File: src/rtl/ascii_bcd_counter.sv
// ascii_bcd_counter
//   N-digit decimal counter that works directly on ASCII digit bytes. A preset
//   is loaded from ascii_in, then the count steps up or down by one on every
//   enabled cycle, with decimal carry/borrow rippling across all digits in a
//   single cycle. At the terminal value (all '0' counting down, all '9'
//   counting up) it either stops and raises done, or wraps to the opposite
//   extreme and pulses wrapped for one cycle.
//
// Ports
//   clock     in   rising-edge clock
//   reset     in   asynchronous, active-low reset
//   load      in   sample ascii_in as the new count (wins over enable)
//   ascii_in  in   8*DIGITS preset, most significant digit in the top byte
//   enable    in   advance the count by one this cycle
//   up        in   1 = increment, 0 = decrement
//   wrap      in   1 = wrap at terminal, 0 = stop at terminal
//   counter   out  8*DIGITS current count, every byte in 8'h30..8'h39
//   done      out  level, terminal reached in stop mode
//   wrapped   out  one-cycle pulse on a wrap-around step
//   error     out  level, last load contained a non-digit byte

module ascii_bcd_counter #(
  parameter int DIGITS = 2
) (
  input  logic                  clock,
  input  logic                  reset,
  input  logic                  load,
  input  logic [8*DIGITS-1:0]   ascii_in,
  input  logic                  enable,
  input  logic                  up,
  input  logic                  wrap,
  output logic [8*DIGITS-1:0]   counter,
  output logic                  done,
  output logic                  wrapped,
  output logic                  error
);

  typedef enum logic [1:0] {
    IDLE,
    RUN,
    DONE
  } state_t;

  state_t state;

  logic [8*DIGITS-1:0] terminal;
  logic [8*DIGITS-1:0] step_value;
  logic                load_valid;
  logic                at_terminal;
  logic                carry;
  logic [3:0]          digit;
  logic [3:0]          next_digit;
  logic [7:0]          in_byte;

  // The terminal value depends on the direction currently requested.
  assign terminal    = up ? {DIGITS{8'h39}} : {DIGITS{8'h30}};
  assign at_terminal = (counter == terminal);

  // Preset is only accepted when every byte is an ASCII decimal digit.
  always_comb begin
    load_valid = 1'b1;
    in_byte    = 8'h00;
    for (int i = 0; i < DIGITS; i++) begin
      in_byte = ascii_in[8*i +: 8];
      if (in_byte < 8'h30 || in_byte > 8'h39) begin
        load_valid = 1'b0;
      end
    end
  end

  // One-step increment/decrement with the carry (or borrow) rippling from the
  // least significant digit upward. Because counter bytes are always valid
  // digits, the low nibble is the BCD digit value. Stepping past the extreme
  // naturally produces the opposite extreme, which is exactly the wrap value.
  always_comb begin
    step_value = counter;
    carry      = 1'b1;
    digit      = 4'd0;
    next_digit = 4'd0;
    for (int i = 0; i < DIGITS; i++) begin
      digit      = counter[8*i +: 4];
      next_digit = digit;
      if (carry) begin
        if (up) begin
          if (digit == 4'd9) begin
            next_digit = 4'd0;
          end else begin
            next_digit = digit + 4'd1;
            carry      = 1'b0;
          end
        end else begin
          if (digit == 4'd0) begin
            next_digit = 4'd9;
          end else begin
            next_digit = digit - 4'd1;
            carry      = 1'b0;
          end
        end
      end
      step_value[8*i +: 8] = {4'h3, next_digit};
    end
  end

  // Control FSM with registered outputs. Load is handled first so it always
  // beats enable. If the count already sits on the terminal in stop mode
  // (e.g. after the direction changed) it stops there instead of stepping
  // past it.
  always_ff @(posedge clock or negedge reset) begin
    if (!reset) begin
      state   <= IDLE;
      counter <= {DIGITS{8'h30}};
      done    <= 1'b0;
      wrapped <= 1'b0;
      error   <= 1'b0;
    end else begin
      wrapped <= 1'b0;
      if (load) begin
        if (load_valid) begin
          counter <= ascii_in;
          error   <= 1'b0;
          if (ascii_in == terminal && !wrap) begin
            state <= DONE;
            done  <= 1'b1;
          end else begin
            state <= RUN;
            done  <= 1'b0;
          end
        end else begin
          error <= 1'b1;
          done  <= 1'b0;
          state <= IDLE;
        end
      end else if (enable && state == RUN) begin
        if (at_terminal && !wrap) begin
          done  <= 1'b1;
          state <= DONE;
        end else begin
          counter <= step_value;
          if (at_terminal) begin
            wrapped <= 1'b1;
          end else if (step_value == terminal && !wrap) begin
            done  <= 1'b1;
            state <= DONE;
          end
        end
      end
    end
  end

endmodule

File: config.mk
export PLATFORM = sky130hd
export DESIGN_NAME = ascii_bcd_counter
export DESIGN_NICKNAME = d
export VERILOG_FILES = /design/src/rtl/ascii_bcd_counter.sv
export SDC_FILE = /design/constraint.sdc
export NUM_CORES = 1
export LEC_CHECK = 0
export CAP_MARGIN = 20
export CORE_MARGIN = 4
export CORE_UTILIZATION = 45
export CTS_BUF_LIST = sky130_fd_sc_hd__clkbuf_4
export DETAILED_ROUTE_END_ITERATION = 16
export PLACE_DENSITY = 0.79
export SETUP_SLACK_MARGIN = 0.15
export SLEW_MARGIN = 20
export SYNTH_ARGS = -nofsm -noshare
export SYNTH_HDL_FRONTEND = slang
export SYNTH_SLANG_ARGS = --single-unit
File: constraint.sdc
create_clock -name clock -period 2.2 [get_ports clock]
set_input_delay 0.44 -clock clock [delete_from_list [all_inputs] [get_ports clock]]
set_output_delay 0.44 -clock clock [all_outputs]
set_load 0.01 [all_outputs]
**Word-level counts from Yosys, hierarchy flattened**

Cells that the tools add are included.

- Bits in registers: 21
- Bits of input ports: 22
- Output and inout bits: 19
- Word-level logic and storage cells: 71

- $add $sub $neg: 4
- Order comparisons: 4
- Equal/unequal tests: 9
- Mux-type cells: 36
- Reduce and logical (&&, ||, !) cells: 13

Operators by type and width:

| cell | number |
|---|---|
| 16-bit two-way mux | 4 |
| 16-bit by 14-bit equality test with 1-bit output | 2 |
| 4-bit two-way mux | 7 |
| 1-bit two-way mux | 17 |
| 8-bit by 6-bit greater-than comparator with 1-bit output (second input constant) | 2 |
| 8-bit by 6-bit less-than comparator with 1-bit output (second input constant) | 2 |
| 14-bit equality test | 1 |
| 2-bit two-way mux | 7 |
| 12-bit two-way mux | 1 |
| 4-bit by 1-bit adder with 4-bit output (second input constant) | 2 |
| 4-bit equality test (second input constant) | 2 |
| 4-bit zero test | 2 |
| 4-bit by 1-bit subtractor with 4-bit output (second input constant) | 2 |
| 3-bit AND reduction | 2 |
| 1-bit logical AND | 4 |
| 3-bit by 2-bit != test with 1-bit output (second input constant) | 1 |
| 3-bit nonzero test | 1 |
| 2-bit by 1-bit equality test with 1-bit output (second input constant) | 1 |
| 1-bit logical OR | 2 |
| 2-bit by 1-bit != test with 1-bit output (second input constant) | 1 |
| 2-bit != test (second input constant) | 1 |
| 2-bit nonzero test | 1 |
| 1-bit zero test | 1 |

**Depth between registers and ports, before layout**

Gate-level depths: netlist (run 1).

- Depth in word-level cells: 11
- Gate-level depth with buffers: 10
- Depth with buffers taken out: 8

**Least setup slack after synthesis (run 1)**

Ideal clock, no wire load.

- Path type: register -> register
- Start point: register counter[0]
- End point: register done
- Setup time: 0.082 ns
- Arrival: 2.277 ns
- Data required time: 2.118 ns
- Path slack: -0.159 ns
- Stages on the path, launching flop included: 8
- Buffers on the path: 1
- Period minus slack after synthesis: 2.359 ns
- Cells stage by stage: dfrtp_1 > clkbuf_1 > inv_2 > nor4_1 > mux2_1 > a221o_1 > or4_1 > a31oi_1

- Word-level cells in the longest chain between the ends: 8
- Elaborated cells on any way between the ends: 21
- Those cells by class: add/sub (2); eq/ne (4); mux (10); reduce/logical (5)

RTL lines:

| element | RTL line | RTL |
|---|---|---|
| from (decl) | 32 | `output logic [8*DIGITS-1:0] counter,` |
| from (signal assigned) | 111 | `counter <= {DIGITS{8'h30}};` |
| from (signal assigned) | 119 | `counter <= ascii_in;` |
| from (signal assigned) | 138 | `counter <= step_value;` |
| branches (longest 8 deep; another with 4-bit by 1-bit subtractor with 4-bit output) | n/a |  |
| to (signal assigned) | 130 | `done <= 1'b0;` |
| to (signal assigned) | 135 | `done <= 1'b1;` |
| to (signal assigned) | 142 | `done <= 1'b1;` |
| to (decl) | 33 | `output logic done,` |

Several ways; the timed one is not identified. The select of a mux whose other input is x is not followed.
A chain may end at the register's enable or synchronous reset.

**Worst setup path after layout (run 1)**

- Start point: register counter[8]
- End point: register done

- Word-level cells in the longest chain between the ends: 8
- Elaborated cells on any way between the ends: 18
- Those cells by class: add/sub (2); eq/ne (4); mux (7); reduce/logical (5)

RTL lines:

| element | RTL line | RTL |
|---|---|---|
| 4-bit by 1-bit subtractor with 4-bit output, or another cell as far along | 95 | `next_digit = digit - 4'd1;` |
| 4-bit two-way mux, on equally long branches | 92, 85 |  |
| 4-bit two-way mux | 84 | `if (up) begin` |
| 4-bit two-way mux | 83 | `if (carry) begin` |
| 14-bit equality test | 141 | `end else if (step_value == terminal && !wrap) begin` |
| 1-bit logical AND | 141 |  |
| 3-bit nonzero test (no source line) | n/a |  |
| 3-bit AND reduction (no source line) | n/a |  |

Several ways; a longest one is shown, not always the timed one. The select of a mux whose other input is x is not followed.

==> results_dict.tcl, run 1 <==
set metrics [dict create \
    status "finished, final reports clean" \
    ant_nets 0 \
    final_util_pct 72.58 \
    drc 0 \
    cts_sinks 20 \
    cp_top_family "simple AND/OR/NAND/NOR gates" \
    crit_chain "inv_6 -> nor4_4 -> mux2_4 -> a221o_1 -> or4_1 -> a31oi_1" \
    port_buffers 40 \
    finalWorstSetupSlack_ps 2.431 \
    viasPerCell 5.989 \
    grt_pass1_vias 1624 \
    synth.yosys.seq_area_share_pct 34.35 \
    antenna_found_initial 0 \
    swShare_pct 25.50 \
    setup_viol 0 \
    h-tree-depth 1 \
    clk_root_buffer_cell "clkbuf_4" \
    grt_max_degree 21 \
    start_kind "flop" \
    vias 1677 \
    slew_headroom_pct 64.75 \
    p_comb_share_pct 26.2 \
    final_min_period_over_clock_period_pct 99.89 \
    maxCapViolations 0 \
    crit_fanout 4 \
    critPathRequiredTime_ps 2430 \
    synth-seq-cells 20 \
    die_y_um 65.18 \
    avgSynthCellArea_um2 8.360 \
    coreArea_um2 3103 \
    hp-class "in -> async" \
    async_flop_share_pct 100.0 \
    synth_cell_types 53 \
    first_pass_iters 4 \
    dieArea_um2 4248 \
    critPathArrivalTime_ps 2420 \
    final_nets 263 \
    clk_latency_ps 300 \
    power.internal_w 0.0006965 \
    max_clock_freq_ghz 0.4550 \
    grt.total_usage_pct 22.49 \
    clk_pin_slew_ps 110 \
    r2r_cells 6 \
    routedWlPerCell_um 16.50 \
    yosys.area.top_type "dfrtp_1" \
    peakVddDrop_uv 327.5 \
    yosys_warnings 0 \
    critical_path_class "reg -> reg" \
    total_power_w 0.0009349 \
    slowest_stage "or4_1" \
    seq_power_share_pct 42.2 \
    rsz0062_at_grt "yes" \
    cts_tree "done" \
    drt_iter0_drc 138 \
    ys.flop_type "dfrtp_1" \
    grt_pass1_wl_um 7603 \
    gp_congestion 0.9005 \
    worst-path-stages 6 \
    wl_um 4619 \
    synth_top_area_share_pct 27.21 \
    syn2layout_area_growth_pct 53.06 \
    core.rowCount 20 \
    gr-total-overflow 0 \
    powerDensity_nw_per_um2 415.1 \
    switching_power_w 0.0002384 \
    cp-end-kind "flop" \
    fillers 234 \
    clockBufferDepth 2 \
    final.setup_skew_ps 4.821 \
    synth_area_um2 1471 \
    io_pins 41 \
    tightestPinTransition_ps 524.7 \
    die_w_um 65.18 \
    drive_above_1_share_pct 25.00 \
    synth_nets 202 \
    start_util_pct 47.42 \
    tns_ps 0 \
    netlist_instances 176 \
    cts_made_buffers 3 \
    synth_area_leaders "dfrtp_1, dfstp_2, o21ai_0" \
    synth-edff-count 0 \
    place_ws_ps -619.4 \
    leakage_nw 0.9214 \
    fin_crit_ps 2198 \
    power_frac_clock_pct 31.6 \
    antenna_cells 0 \
    dpl.hpwl_um 3421 \
    drv_slew 0 \
    cp.buffers_inverters 1 \
    critPathMaxStageDelay_ps 490 \
    finalHoldViolCount 0 \
]
routing by layer:
layer | vias to the layer above | part of all wire, % | global-route usage, % | routed length (um)
met3 | 10 | 6.3 | 2.735 | 291
met1 | 819 | 40 | 28.37 | 1846
met4 | 0 | 2.5 | 8.549 | 114
met5 | - | 0 | 0 | 0
li1 | 773 | - | - | -
met2 | 75 | 51 | 39.06 | 2366
layout by cell type (no fill, tap or decap), types with 6 or more instances in the layout:
master           count
o21ai_0             14
nand3_1              7
nand2_1             14
nor2_1               8
dfrtp_1             14
nand2b_1             6
buf_4               27
clkdlybuf4s50_1     39
nor3_1               6
cells in the mapped netlist (4+ instances only):
master,instances
nor2_1,8
mux2i_1,4
o21ai_0,14
and2_1,5
nand4_1,5
o211ai_1,4
dfrtp_1,16
clkbuf_1,9
nand2_1,14
ha_1,4
nor4_1,6
inv_1,4
nor3_1,7
a21oi_1,4
dfstp_2,4
nand2b_1,6
nand3_1,7
flip-flops by register name, indices dropped and copies added (netlist names):
signal / cells
error: 1
done: 1
counter: 16
state: 1
wrapped: 1
cell type report:
class	count	area, um^2	share of cell area (%)
clock inverter	1	30.03	1.333
multi-input combinational	134	959.7	42.61
timing repair buffer	70	636.9	28.28
tap	44	55.05	2.444
clock buffer	3	22.52	1.000
inverter	8	40.04	1.778
sequential	20	508.0	22.56
cell families (layout without fill, tap and decap cells):
logic type      count (synthesis)  count (layout)  synth area share, %
mux                             7               7                5.017
fa+ha+maj                       4               4                3.401
simple gates                   77              77                29.59
flops                          20              20                34.35
xor+xnor                        1               1               0.5953
compound gates                 45              45                20.66
buf+inv                        22              82                6.376
repair_timing:
item                       4_1_cts  5_1_grt
setup endpoints to repair       19       20
resized for setup               13        4
pin swaps                        6        2
hold buffers                     0        0
setup buffers                    3        0
cloned                           0        0
stage by stage:
step / hold slack [ps] / instances / cell area [um^2]
3_5_place_dp: 471.6 / 273 / 2108
4_1_cts: 475.7 / 280 / 2242
3_3_place_gp: 467.5 / 273 / 2108
6_report: 473.7 / 280 / 2252
2_1_floorplan: 144.4 / 176 / 1534
5_1_grt: 496.3 / 280 / 2252
power by group through the flow:
| stage | combinational [W] | sequential, W | clock, W |
|---|---|---|---|
| 6_report | 0.000245 | 0.000395 | 0.000295 |
| 5_1_grt | 0.000263 | 0.000396 | 0.000317 |
| 4_1_cts | 0.000241 | 0.000394 | 0.000299 |
| 3_5_place_dp | 0.000225 | 0.000400 | 0 |
| 3_3_place_gp | 0.000219 | 0.000400 | 0 |
| 2_1_floorplan | 0.000101 | 0.000402 | 0 |
path summary, 6_finish.rpt:
| kind | start | to | slack, ps |
|---|---|---|---|
| setup / recovery | counter[8] | done | 2 |
| hold reg to reg | error | error | 500 |
| max in group asynchronous | reset | counter[5] | 1450 |
| setup reg to reg | counter[8] | done | 2 |
| hold / removal | reset | error | 470 |
| min in group clock | error | error | 500 |
(Power assumes the default switching activity.)
==> inputs of run 2 (changes only) <==
--- a/config.mk
+++ b/config.mk
@@ -9,6 +9,7 @@
 export CORE_MARGIN = 4
 export CORE_UTILIZATION = 45
 export CTS_BUF_LIST = sky130_fd_sc_hd__clkbuf_4
+export CTS_CLUSTER_SIZE = 10
 export DETAILED_ROUTE_END_ITERATION = 16
 export PLACE_DENSITY = 0.79
 export SETUP_SLACK_MARGIN = 0.15
==> results of run 2 <==
No change in the layout: final DEF, timing and power equal those of run 1.
==> RTL change: new RTL, settings of run 2 <==
Encoding of `state_t`: now one-hot (3 bits for 3 states).
--- a/src/rtl/ascii_bcd_counter.sv
+++ b/src/rtl/ascii_bcd_counter.sv
@@ -35,10 +35,10 @@
   output logic                  error
 );
 
-  typedef enum logic [1:0] {
-    IDLE,
-    RUN,
-    DONE
+  typedef enum logic [2:0] {
+    IDLE = 3'b001,
+    RUN  = 3'b010,
+    DONE = 3'b100
   } state_t;
 
   state_t state;
Check against the original RTL: same outputs for any inputs over 10 cycles, from zero or initial values and one cycle with reset low; not proved beyond that.
==> RTL change against run 2 <==
Setup slack improved by 0.093 ns; cell area increased by 6.2%; sequential power increased by 4%; first-iteration DRC count decreased by 10%; sequential cell count increased by 1; critical path depth unchanged; non-clock buffer count increased by 13; maximum frequency increased by 4.4%; combinational power decreased by 19%; routed wire length increased by 6.8%; worst hold slack got worse by 0.022 ns; total power decreased by 15%; core utilization decreased by 1.4 points; synthesized area increased by 7.3%.
==> RTL change: results (changes against run 2) <==
| Metric | Value |
|---|---|
| Status | completed |
| All-Layer GR Usage | 0.221 (-0.00410) |
| Dpl cells | 286 (+4.8%) |
| GPL Wtd Cong | 0.892 (-0.99%) |
| Int Power | 577 µW (-17%) |
| GR Util met1 | 0.293 (+0.00943) |
| Fraction of layout cells with a size suffix above 1 | 0.292 (+0.0418) |
| Leakage | 0.000996 µW (+8.1%) |
| Syn Area/Cell | 8.68 µm² (+3.8%) |
| Wire per inst | 16.3 µm (-1.3%) |
| WL met2 | 2430 µm (+2.8%) |
| Sequential fraction of the synthesis area | 0.337 (-0.00677) |
| 1st-iter DRT viols | 124 (-10%) |
| M2 GR Usage | 0.350 (-0.0410) |
| Most frequent cells after synthesis | nor2_1, dfrtp_1, nand2_1, o21ai_0, a21oi_1 |
| Ys async rst share | 1.00 (unchanged) |
| CP Max Fanout | 6 (+2) |
| Yosys cell types | 57 (+7.5%) |
| Metal3 WL | 196 µm (-33%) |
| M1 WL | 2160 µm (+17%) |
| Worst-Margin Slew | 0.505 ns (-0.0195 ns) |
| Fillers | 275 (+18%) |
| Nets | 280 (+6.5%) |
| # diodes | 0 (unchanged) |
| Port Buffers | 40 (unchanged) |
| Hold buffers post-CTS | 0 (unchanged) |
| DR vias | 1,751 (+4.4%) |
| CP arrival | 2.35 ns (-0.07 ns) |
| Detailed-route wire length | 4940 µm (+6.8%) |
| Top post-synthesis cells by area | dfrtp_1, dfstp_2, nor2_1, o21ai_0, buf_6 |
| Largest net degree at the start of global routing | 22 (+4.8%) |
| Post-route clock skew | 0.00622 ns (+0.00140 ns) |
| Critical path's largest stage delay | 0.57 ns (+0.08 ns) |
| CP max stage cell | dfstp_2 |
| First-pass GRT wire length | 7710 µm (+1.5%) |
| Net Count, Synth | 204 (+0.99%) |
| FF+latch area | 534 µm² (+5.2%) |
| Routing usage on met3 | 0.0300 (+0.00260) |
| # resized after CTS | 8 (-5) |
| Num CTS Buffers | 3 (unchanged) |
[RTL change: path summary, 6_finish.rpt]
check / from / endpoint / slack, ns
max in group asynchronous: reset / counter[4] / 1.47
worst max register to register: counter[4] / counter[12] / 0.09
worst min register to register: state[0] / state[0] / 0.50
worst min-delay path: reset / counter[9] / 0.45
min in group clock: state[0] / state[0] / 0.50
worst max-delay path: counter[4] / counter[12] / 0.09
[RTL change: area by class of cell]
cell class,count,share of cell area
Multi-Input combinational cell,141,0.421
Timing Repair Buffer,83,0.308
Sequential cell,21,0.223
Tap cell,46,0.0241
Inverter,8,0.0126
Clock buffer,3,0.00941
Clock inverter,1,0.00209
[RTL change: logic make-up after synthesis]
kind of cell              after synthesis  share of synthesized area
AOI/OAI and AO/OA                      47                      0.204
DFF                                    21                      0.337
and+or+nand+nor                        84                      0.324
xor gates and xnor gates                2                     0.0111
buffers and inverters                  21                     0.0769
muxes                                   7                     0.0475
[RTL change: critical path: cells and delay by family, from the launching register on]
family	cells	cell delay, ns
flip-flops	1	0.57
buffers and inverters	1	0.20
AND/OR/NAND/NOR	5	1.27
[RTL change: power groups by stage]
| stage | registers [µW] | logic, µW | clock network (µW) |
|---|---|---|---|
| 2_1_floorplan | 416 | 73.8 | 0 |
| 3_3_place_gp | 416 | 179 | 0 |
| 3_5_place_dp | 417 | 181 | 0 |
| 4_1_cts | 409 | 189 | 192 |
| 5_1_grt | 412 | 216 | 204 |
| 6_report | 410 | 199 | 188 |
[RTL change: metrics by stage]
step                hold WS [ns]  setup slack, ns
global placement           0.474           -0.384
finish                     0.451           0.0950
global route               0.485           0.0165
floorplan                  0.144            0.332
detailed placement         0.487           -0.317
CTS                        0.455            0.150
